File: config.mk
export PLATFORM = sky130hd
export DESIGN_NAME = m_reduce_pipe
export DESIGN_NICKNAME = d
export VERILOG_FILES = /design/src/rtl/m_reduce_pkg.sv /design/src/rtl/m_reduce_level.sv /design/src/rtl/m_reduce_pipe.sv
export SDC_FILE = /design/constraint.sdc
export NUM_CORES = 1
export LEC_CHECK = 0
export ABC_AREA = 1
export BUFFER_PORTS_ARGS = -buffer_cell sky130_fd_sc_hd__buf_2
export CORE_MARGIN = 3
export CORE_UTILIZATION = 45
export CTS_BUF_LIST = sky130_fd_sc_hd__clkbuf_4
export DETAILED_ROUTE_END_ITERATION = 7
export RECOVER_POWER = 50
export SLEW_MARGIN = 5
export SYNTH_ARGS = -nofsm -noshare
export SYNTH_HDL_FRONTEND = slang
export SYNTH_SLANG_ARGS = --single-unit
File: constraint.sdc
create_clock -name i_clk -period 1.6 [get_ports i_clk]
set_input_delay 0.16 -clock i_clk [delete_from_list [all_inputs] [get_ports i_clk]]
set_output_delay 0.16 -clock i_clk [all_outputs]
set_load 0.005 [all_outputs]
File: src/rtl/m_reduce_pkg.sv
// m_reduce_pkg: mode encodings and elaboration helpers shared by the reduction tree and its bench.
package m_reduce_pkg;
    localparam logic [1:0] MODE_OR  = 2'b00;
    localparam logic [1:0] MODE_AND = 2'b01;
    localparam logic [1:0] MODE_XOR = 2'b10;
    localparam logic [1:0] MODE_NOR = 2'b11;

    function automatic int f_clog2(input int n);
        int r;
        r = 0;
        while ((1 << r) < n) r++;
        return r;
    endfunction

    function automatic int f_num_stages(input int levels, input int reg_every);
        return (levels + reg_every - 1) / reg_every;
    endfunction
endpackage

File: src/rtl/m_reduce_level.sv
// m_reduce_level: one combinational tree level folding IN_W bits into IN_W/2 with the mode operator.
// With M_REDUCE_IDX_EN it also folds (hit, idx) pairs, the left (lower) child winning when it has a hit.
module m_reduce_level
    import m_reduce_pkg::*;
#(
    parameter int IN_W = 2
`ifdef M_REDUCE_IDX_EN
    , parameter int IW = 1
`endif
) (
    input  logic [IN_W-1:0]      bits,
    input  logic [1:0]           mode,
    output logic [IN_W/2-1:0]    y
`ifdef M_REDUCE_IDX_EN
    , input  logic [IN_W-1:0]    hits,
    input  logic [IN_W*IW-1:0]   idxs,
    output logic [IN_W/2-1:0]    hit,
    output logic [IN_W/2*IW-1:0] idx
`endif
);
    genvar i;
    for (i = 0; i < IN_W / 2; i++) begin : g_node
        logic l, r;
        assign l = bits[2*i];
        assign r = bits[2*i+1];
        // NOR folds as OR; the inversion is applied once at the output
        assign y[i] = (mode == MODE_AND) ? (l & r) : (mode == MODE_XOR) ? (l ^ r) : (l | r);
`ifdef M_REDUCE_IDX_EN
        assign hit[i] = hits[2*i] | hits[2*i+1];
        assign idx[i*IW +: IW] = hits[2*i] ? idxs[2*i*IW +: IW] : idxs[(2*i+1)*IW +: IW];
`endif
    end
endmodule

File: src/rtl/m_reduce_pipe.sv
// m_reduce_pipe: pipelined OR/AND/XOR/NOR reduction tree, registered every REG_EVERY levels, valid/ready.
// Define M_REDUCE_IDX_EN to add o_idx, the lowest set-bit index of the accepted word.
module m_reduce_pipe
    import m_reduce_pkg::*;
#(
    parameter int WIDTH     = 16,
    parameter int REG_EVERY = 1
) (
    input  logic             i_clk,
    input  logic             i_rst,
    input  logic             i_valid,
    output logic             o_ready,
    input  logic [WIDTH-1:0] i_a,
    input  logic [1:0]       i_mode,
    output logic             o_valid,
    input  logic             i_ready,
    output logic             o_out
`ifdef M_REDUCE_IDX_EN
    , output logic [f_clog2(WIDTH)-1:0] o_idx
`endif
);
    localparam int LEVELS = f_clog2(WIDTH);
`ifdef M_REDUCE_IDX_EN
    localparam int IW = LEVELS;
`endif
    logic en;
    assign en = !o_valid || i_ready;
    assign o_ready = en;

    genvar k;
    for (k = 0; k < LEVELS; k++) begin : g_lvl
        localparam int IN_W  = WIDTH >> k;
        localparam int OUT_W = IN_W / 2;
        localparam bit REG   = ((k + 1) % REG_EVERY == 0) || (k == LEVELS - 1);
        logic [IN_W-1:0]  a;
        logic [1:0]       md;
        logic             va;
        logic [OUT_W-1:0] y, q;
        logic [1:0]       qm;
        logic             qv;
`ifdef M_REDUCE_IDX_EN
        logic [IN_W-1:0]     ha;
        logic [IN_W*IW-1:0]  xa;
        logic [OUT_W-1:0]    hy, qh;
        logic [OUT_W*IW-1:0] xy, qx;
`endif
        if (k == 0) begin : g_src
            assign a  = i_a;
            assign md = i_mode;
            assign va = i_valid;
`ifdef M_REDUCE_IDX_EN
            assign ha = i_a;
            always_comb
                for (int j = 0; j < WIDTH; j++) xa[j*IW +: IW] = IW'(j);
`endif
        end else begin : g_src
            assign a  = g_lvl[k-1].q;
            assign md = g_lvl[k-1].qm;
            assign va = g_lvl[k-1].qv;
`ifdef M_REDUCE_IDX_EN
            assign ha = g_lvl[k-1].qh;
            assign xa = g_lvl[k-1].qx;
`endif
        end

        m_reduce_level #(
            .IN_W(IN_W)
`ifdef M_REDUCE_IDX_EN
            , .IW(IW)
`endif
        ) u_level (
            .bits(a),
            .mode(md),
            .y(y)
`ifdef M_REDUCE_IDX_EN
            , .hits(ha),
            .idxs(xa),
            .hit(hy),
            .idx(xy)
`endif
        );

        // the mode travels with its word so later levels never see a newer word's mode
        if (REG) begin : g_reg
            always_ff @(posedge i_clk or posedge i_rst)
                if (i_rst) begin
                    q  <= '0;
                    qm <= '0;
                    qv <= 1'b0;
`ifdef M_REDUCE_IDX_EN
                    qh <= '0;
                    qx <= '0;
`endif
                end else if (en) begin
                    qv <= va;
                    if (va) begin
                        q  <= y;
                        qm <= md;
`ifdef M_REDUCE_IDX_EN
                        qh <= hy;
                        qx <= xy;
`endif
                    end
                end
        end else begin : g_pass
            assign q  = y;
            assign qm = md;
            assign qv = va;
`ifdef M_REDUCE_IDX_EN
            assign qh = hy;
            assign qx = xy;
`endif
        end
    end

    assign o_valid = g_lvl[LEVELS-1].qv;
    assign o_out   = g_lvl[LEVELS-1].q[0] ^ (g_lvl[LEVELS-1].qm == MODE_NOR);
`ifdef M_REDUCE_IDX_EN
    assign o_idx   = g_lvl[LEVELS-1].qh[0] ? g_lvl[LEVELS-1].qx : '0;
`endif
endmodule
-- Word level (Yosys, flattened, before mapping)
Index checks and enable logic that the tools add are counted.
- equal/unequal tests: 9
- mux-type cells: 30
- bitwise logic cells: 46
- reductions and logical operators: 6
- operators by type and width (kind ; count):
    $mux W1 ; 30
    $xor A1 B1 Y1 ; 16
    $and A1 B1 Y1 ; 15
    $or A1 B1 Y1 ; 15
    $eq A2 B2 Y1 const B ; 5
    $eq A2 B1 Y1 const B ; 4
    $reduce_and A2 Y1 ; 4
    $logic_not A1 Y1 ; 1
    $logic_or A1 B1 Y1 ; 1
- bits in registers: 27
- output and inout port bits: 3
- logic and storage cells: 103

-- Depth between registers and ports, before layout
- depth after elaboration: 3
- mapped depth: 8
- mapped depth without buffers: 8

-- By module
From an unflattened synthesis, not the netlist that was laid out.
- cell total of the unflattened synthesis: 286
- area, all modules: 2103.3 um^2
- modules (own cells, without submodules) (module ; times used ; cells an instance ; area each (um^2)):
    m_reduce_pipe ; 1 ; 118 ; 1081.0
    m_reduce_level at g_lvl[0].u_level ; 1 ; 86 ; 548.0
    m_reduce_level at g_lvl[1].u_level ; 1 ; 44 ; 260.2
    m_reduce_level at g_lvl[2].u_level ; 1 ; 24 ; 137.6
    m_reduce_level at g_lvl[3].u_level ; 1 ; 14 ; 76.3

-- Worst setup path after synthesis
Ideal clock, no wire load.
- path type: register to register
- from: register g_lvl[1].q[2]
- to: register g_lvl[2].q[1]
- setup time: 0.116 ns
- arrival: 0.933 ns
- slack: 0.550 ns
- stages on the path, launching flop included: 9
- cell sequence: dfrtp_1 > inv_1 > ha_1 > nand3_1 > nand2_1 > inv_1 > nand2_1 > nand2_1 > nand2_1
- longest elaborated chain between the ends: 3
- elaborated cells between the ends (all ways): 5
- those cells by class: 2 x mux; 3 x bitwise
- ends and longest elaborated chain (what ; RTL line ; RTL):
    start, declared ; m_reduce_pipe.sv:38 ; logic [OUT_W-1:0] y, q;
    start signal, assigned ; m_reduce_pipe.sv:97 ; q <= y;
    $or A1 B1 Y1 / $xor A1 B1 Y1 (equally long branches) ; m_reduce_level.sv:27 ; assign y[i] = (mode == MODE_AND) ? (l & r) : (mode == MODE_XOR) ? (l ^ r) : (l | r);
    $mux W1 ; m_reduce_level.sv:27 ;
    $mux W1 * ; m_reduce_level.sv:27 ;
    end signal, assigned ; m_reduce_pipe.sv:97 ;
    end, declared ; m_reduce_pipe.sv:38 ;
Mark *: on every way between the ends. The rest lies on a longest branch, timed or not.
A chain may end at the register's enable or synchronous reset.

-- Final worst setup path
- from: register g_lvl[3].qv, in the netlist o_valid
- to: output port o_ready
- longest elaborated chain between the ends: 2
- ends and longest elaborated chain (what ; RTL line ; RTL):
    start, declared ; m_reduce_pipe.sv:40 ; logic qv;
    start signal, assigned ; m_reduce_pipe.sv:95 ; qv <= va;
    $logic_not A1 Y1 ; m_reduce_pipe.sv:27 ; assign en = !o_valid || i_ready;
    $logic_or A1 B1 Y1 ; m_reduce_pipe.sv:27 ;
    end, declared ; m_reduce_pipe.sv:12 ; output logic o_ready,
No other way between the ends.

==> flow_summary.toml <==
[die]
num_rows = 23
start_util_pct = 48.5
die_h_um = 72.8
io_pins = 25
die_x_um = 72.8
die_area_um2 = 5300
core-area_um2 = 4140

[drt]
routed_wl_um = 3390
drt_iter0_markers = 65
routedWlPerCell_um = 9.57
dr.pass1.iters = 4
ant_nets = 0
vias_per_cell = 4.53
vias = 1603
drc = 0

[timing]
tns_ps = 0
hold_violations = 0
post-route-period-util_pct = 82.5
max_freq_ghz = 0.758
relSlewSlack_pct = 54.8
period_needed_ps = 1320
whs_ps = 109
setup_viol = 0
report.final.slew_viol_count = 0
final.setup_skew_ps = 9.95
rsz0062_at_grt = "false"
tightest_slew_ps = 678

[synth]
yosys-top-cells-area = "dfrtp_1 (34%), ha_1 (19%), nand2_1 (15%), inv_1 (11%), nand3_1 (5.7%)"
synth_top_area_cell = "dfrtp_1"
ys.flop_type = "dfrtp_1"
synth-seq-cells = 27
synth_edf_count = 0
netlist_area_um2 = 2010
synthCells = 279
ys_top_cells_by_count = "nand2_1 (82), inv_1 (61), ha_1 (30), dfrtp_1 (27), nor2_1 (24)"
synth_top_area_share_pct = 33.6
seq_area_frac_synth_pct = 33.6
avgSynthCellArea_um2 = 7.20
ys_async_sr_fraction_pct = 100
synth_nets = 331
yosys_warnings = 0
synth.distinct_cells = 17
yosysMostFrequentCell = "nand2_1"

[worst_setup_path]
rr_worst_depth = 5
cp_max_fo = 8
criticalPathCategory = "flip-flop to output port"
cp_top_family = "flip-flops"
r2r-start = "o_valid"
start_kind = "flip-flop"
timing.rr.end = "g_lvl[0].q[6]"
path_cells = "nand2_1 > buf_2"
endpoint_kind = "output port"
critPathBufInv = 1
cp.arrival_ps = 1160
r2r_slack_ps = 400
critPathMaxStageDelay_ps = 420
cp.required_ps = 1440
critPathSlowestCell = "dfrtp_1"

[grt]
grt_pass1_vias = 1553
antenna_found_initial = 0
grt_max_degree = 28
track_usage_pct = 15.0
grt_first_pass_wirelength_um = 6440
grt-ovfl-total = 0

[cells_and_area]
final_cells = 354
fill_cells = 440
syn_to_final_growth_pct = 9.28
num_antenna_cells = 0
drive_gt1_share_pct = 11.8
final_nets = 357

[job]
cap_violations = 0

[cts]
clk_latency_ps = 330
h-tree-depth = 1
cts_root_buf = "clkbuf_4"
cts_buffers = 3
cts_sinks = 27
ctsResizeCount = 0
clkTransAtPathRegs_ps = 150
cts_buffer_depth = 2
cts_tree = "done"
post_cts_buffers = 0

[pwr]
power_leakage_uw = 0.00133
ir_drop_v = 0.000422
p_per_area_nw_per_um2 = 1220
p_total_uw = 2680

[place]
gp_congestion = 0.770
place.port_buffers = 24
placed_cells = 349
dpl.hpwl_um = 2720

[min_path]
hold_path_end = "g_lvl[0].qm[1]"
min_path_type = "primary input to flip-flop"
hold_path.startpoint = "i_mode[1]"
hold_depth = 3

[status]
status = "completed"
==> worst max path at each step <==
stage | startpoint | to | slack [ps] | cells past startpoint
2_1_floorplan | g_lvl[1].q[2] | g_lvl[2].q[1] | 550 | 8
3_3_place_gp | g_lvl[0].q[4] | g_lvl[1].q[2] | 450 | 8
3_5_place_dp | g_lvl[0].q[4] | g_lvl[1].q[2] | 450 | 8
4_1_cts | g_lvl[3].qm[0] | o_out | 360 | 3
5_1_grt | o_valid | o_ready | 180 | 2
6_report | o_valid | o_ready | 280 | 2
==> per-stage QoR <==
step	instance area (um2)	util (%)	setup slack, ps
2_1_floorplan	2010	-	550
3_3_place_gp	2170	52.3	453
3_5_place_dp	2170	52.3	449
4_1_cts	2200	53.2	360
5_1_grt	2190	53.0	180
6_report	2190	53.0	281
==> area by class of cell <==
cell class | instances | area [um2] | area share [%]
clock buffer | 3 | 22.5 | 1.03
sequential | 27 | 676 | 30.8
clock inverter | 1 | 5.00 | 0.228
timing repair buffer | 26 | 135 | 6.16
inverter | 62 | 233 | 10.6
multi-input combinational | 185 | 1060 | 48.3
tap | 50 | 62.6 | 2.85
==> where the power goes <==
| group | leakage (uW) | total [uW] | switching [uW] | internal [uW] |
|---|---|---|---|---|
| combinational | 0.000982 | 1210 | 711 | 498 |
| clock | 0.0000177 | 297 | 203 | 93.8 |
| sequential | 0.000328 | 1180 | 223 | 952 |
==> logic make-up (layout without fill, tap and decap cells) <==
logic type | count (synthesis) | count (layout) | synth area share, %
and+or+nand+nor | 141 | 141 | 30.8
xor gates and xnor gates | 1 | 1 | 0.436
AOI/OAI and AO/OA | 13 | 13 | 3.24
adders and majority gates | 30 | 30 | 18.7
buffers and inverters | 67 | 92 | 13.1
DFF | 27 | 27 | 33.6
==> what timing repair did <==
item,in CTS,in global routing
hold buffers,1,0
setup endpoints to repair,0,0
hold endpoints to repair,27,0
==> layout by cell type (no fill, tap or decap), types with 2 or more instances in the layout <==
cell type,instances
a21oi_1,2
buf_2,24
clkbuf_4,3
dfrtp_1,27
ha_1,30
inv_1,61
nand2_1,83
nand2_2,2
nand3_1,23
nand3b_1,5
nor2_1,24
nor2_4,3
o21ai_0,10
==> routing by layer <==
| metal | GRT usage (%) | vias up | share of wire, % |
|---|---|---|---|
| li1 | - | 883 | - |
| met1 | 18.4 | 694 | 47 |
| met2 | 27.2 | 21 | 49 |
| met3 | 1.65 | 5 | 2.4 |
| met4 | 4.92 | 0 | 1.7 |
| met5 | 0 | - | 0 |
==> registers in the layout, indices dropped and copies added, names as in the netlist <==
name and flops:
g_lvl.qm 8, g_lvl.q 15, o_valid 1, g_lvl.qv 3
==> tightest hold or removal path, cell delays in order <==
cell	delay (ps)
buf_2	110
inv_1	70
o21ai_1	70
Power figures use the tool's default switching activity.
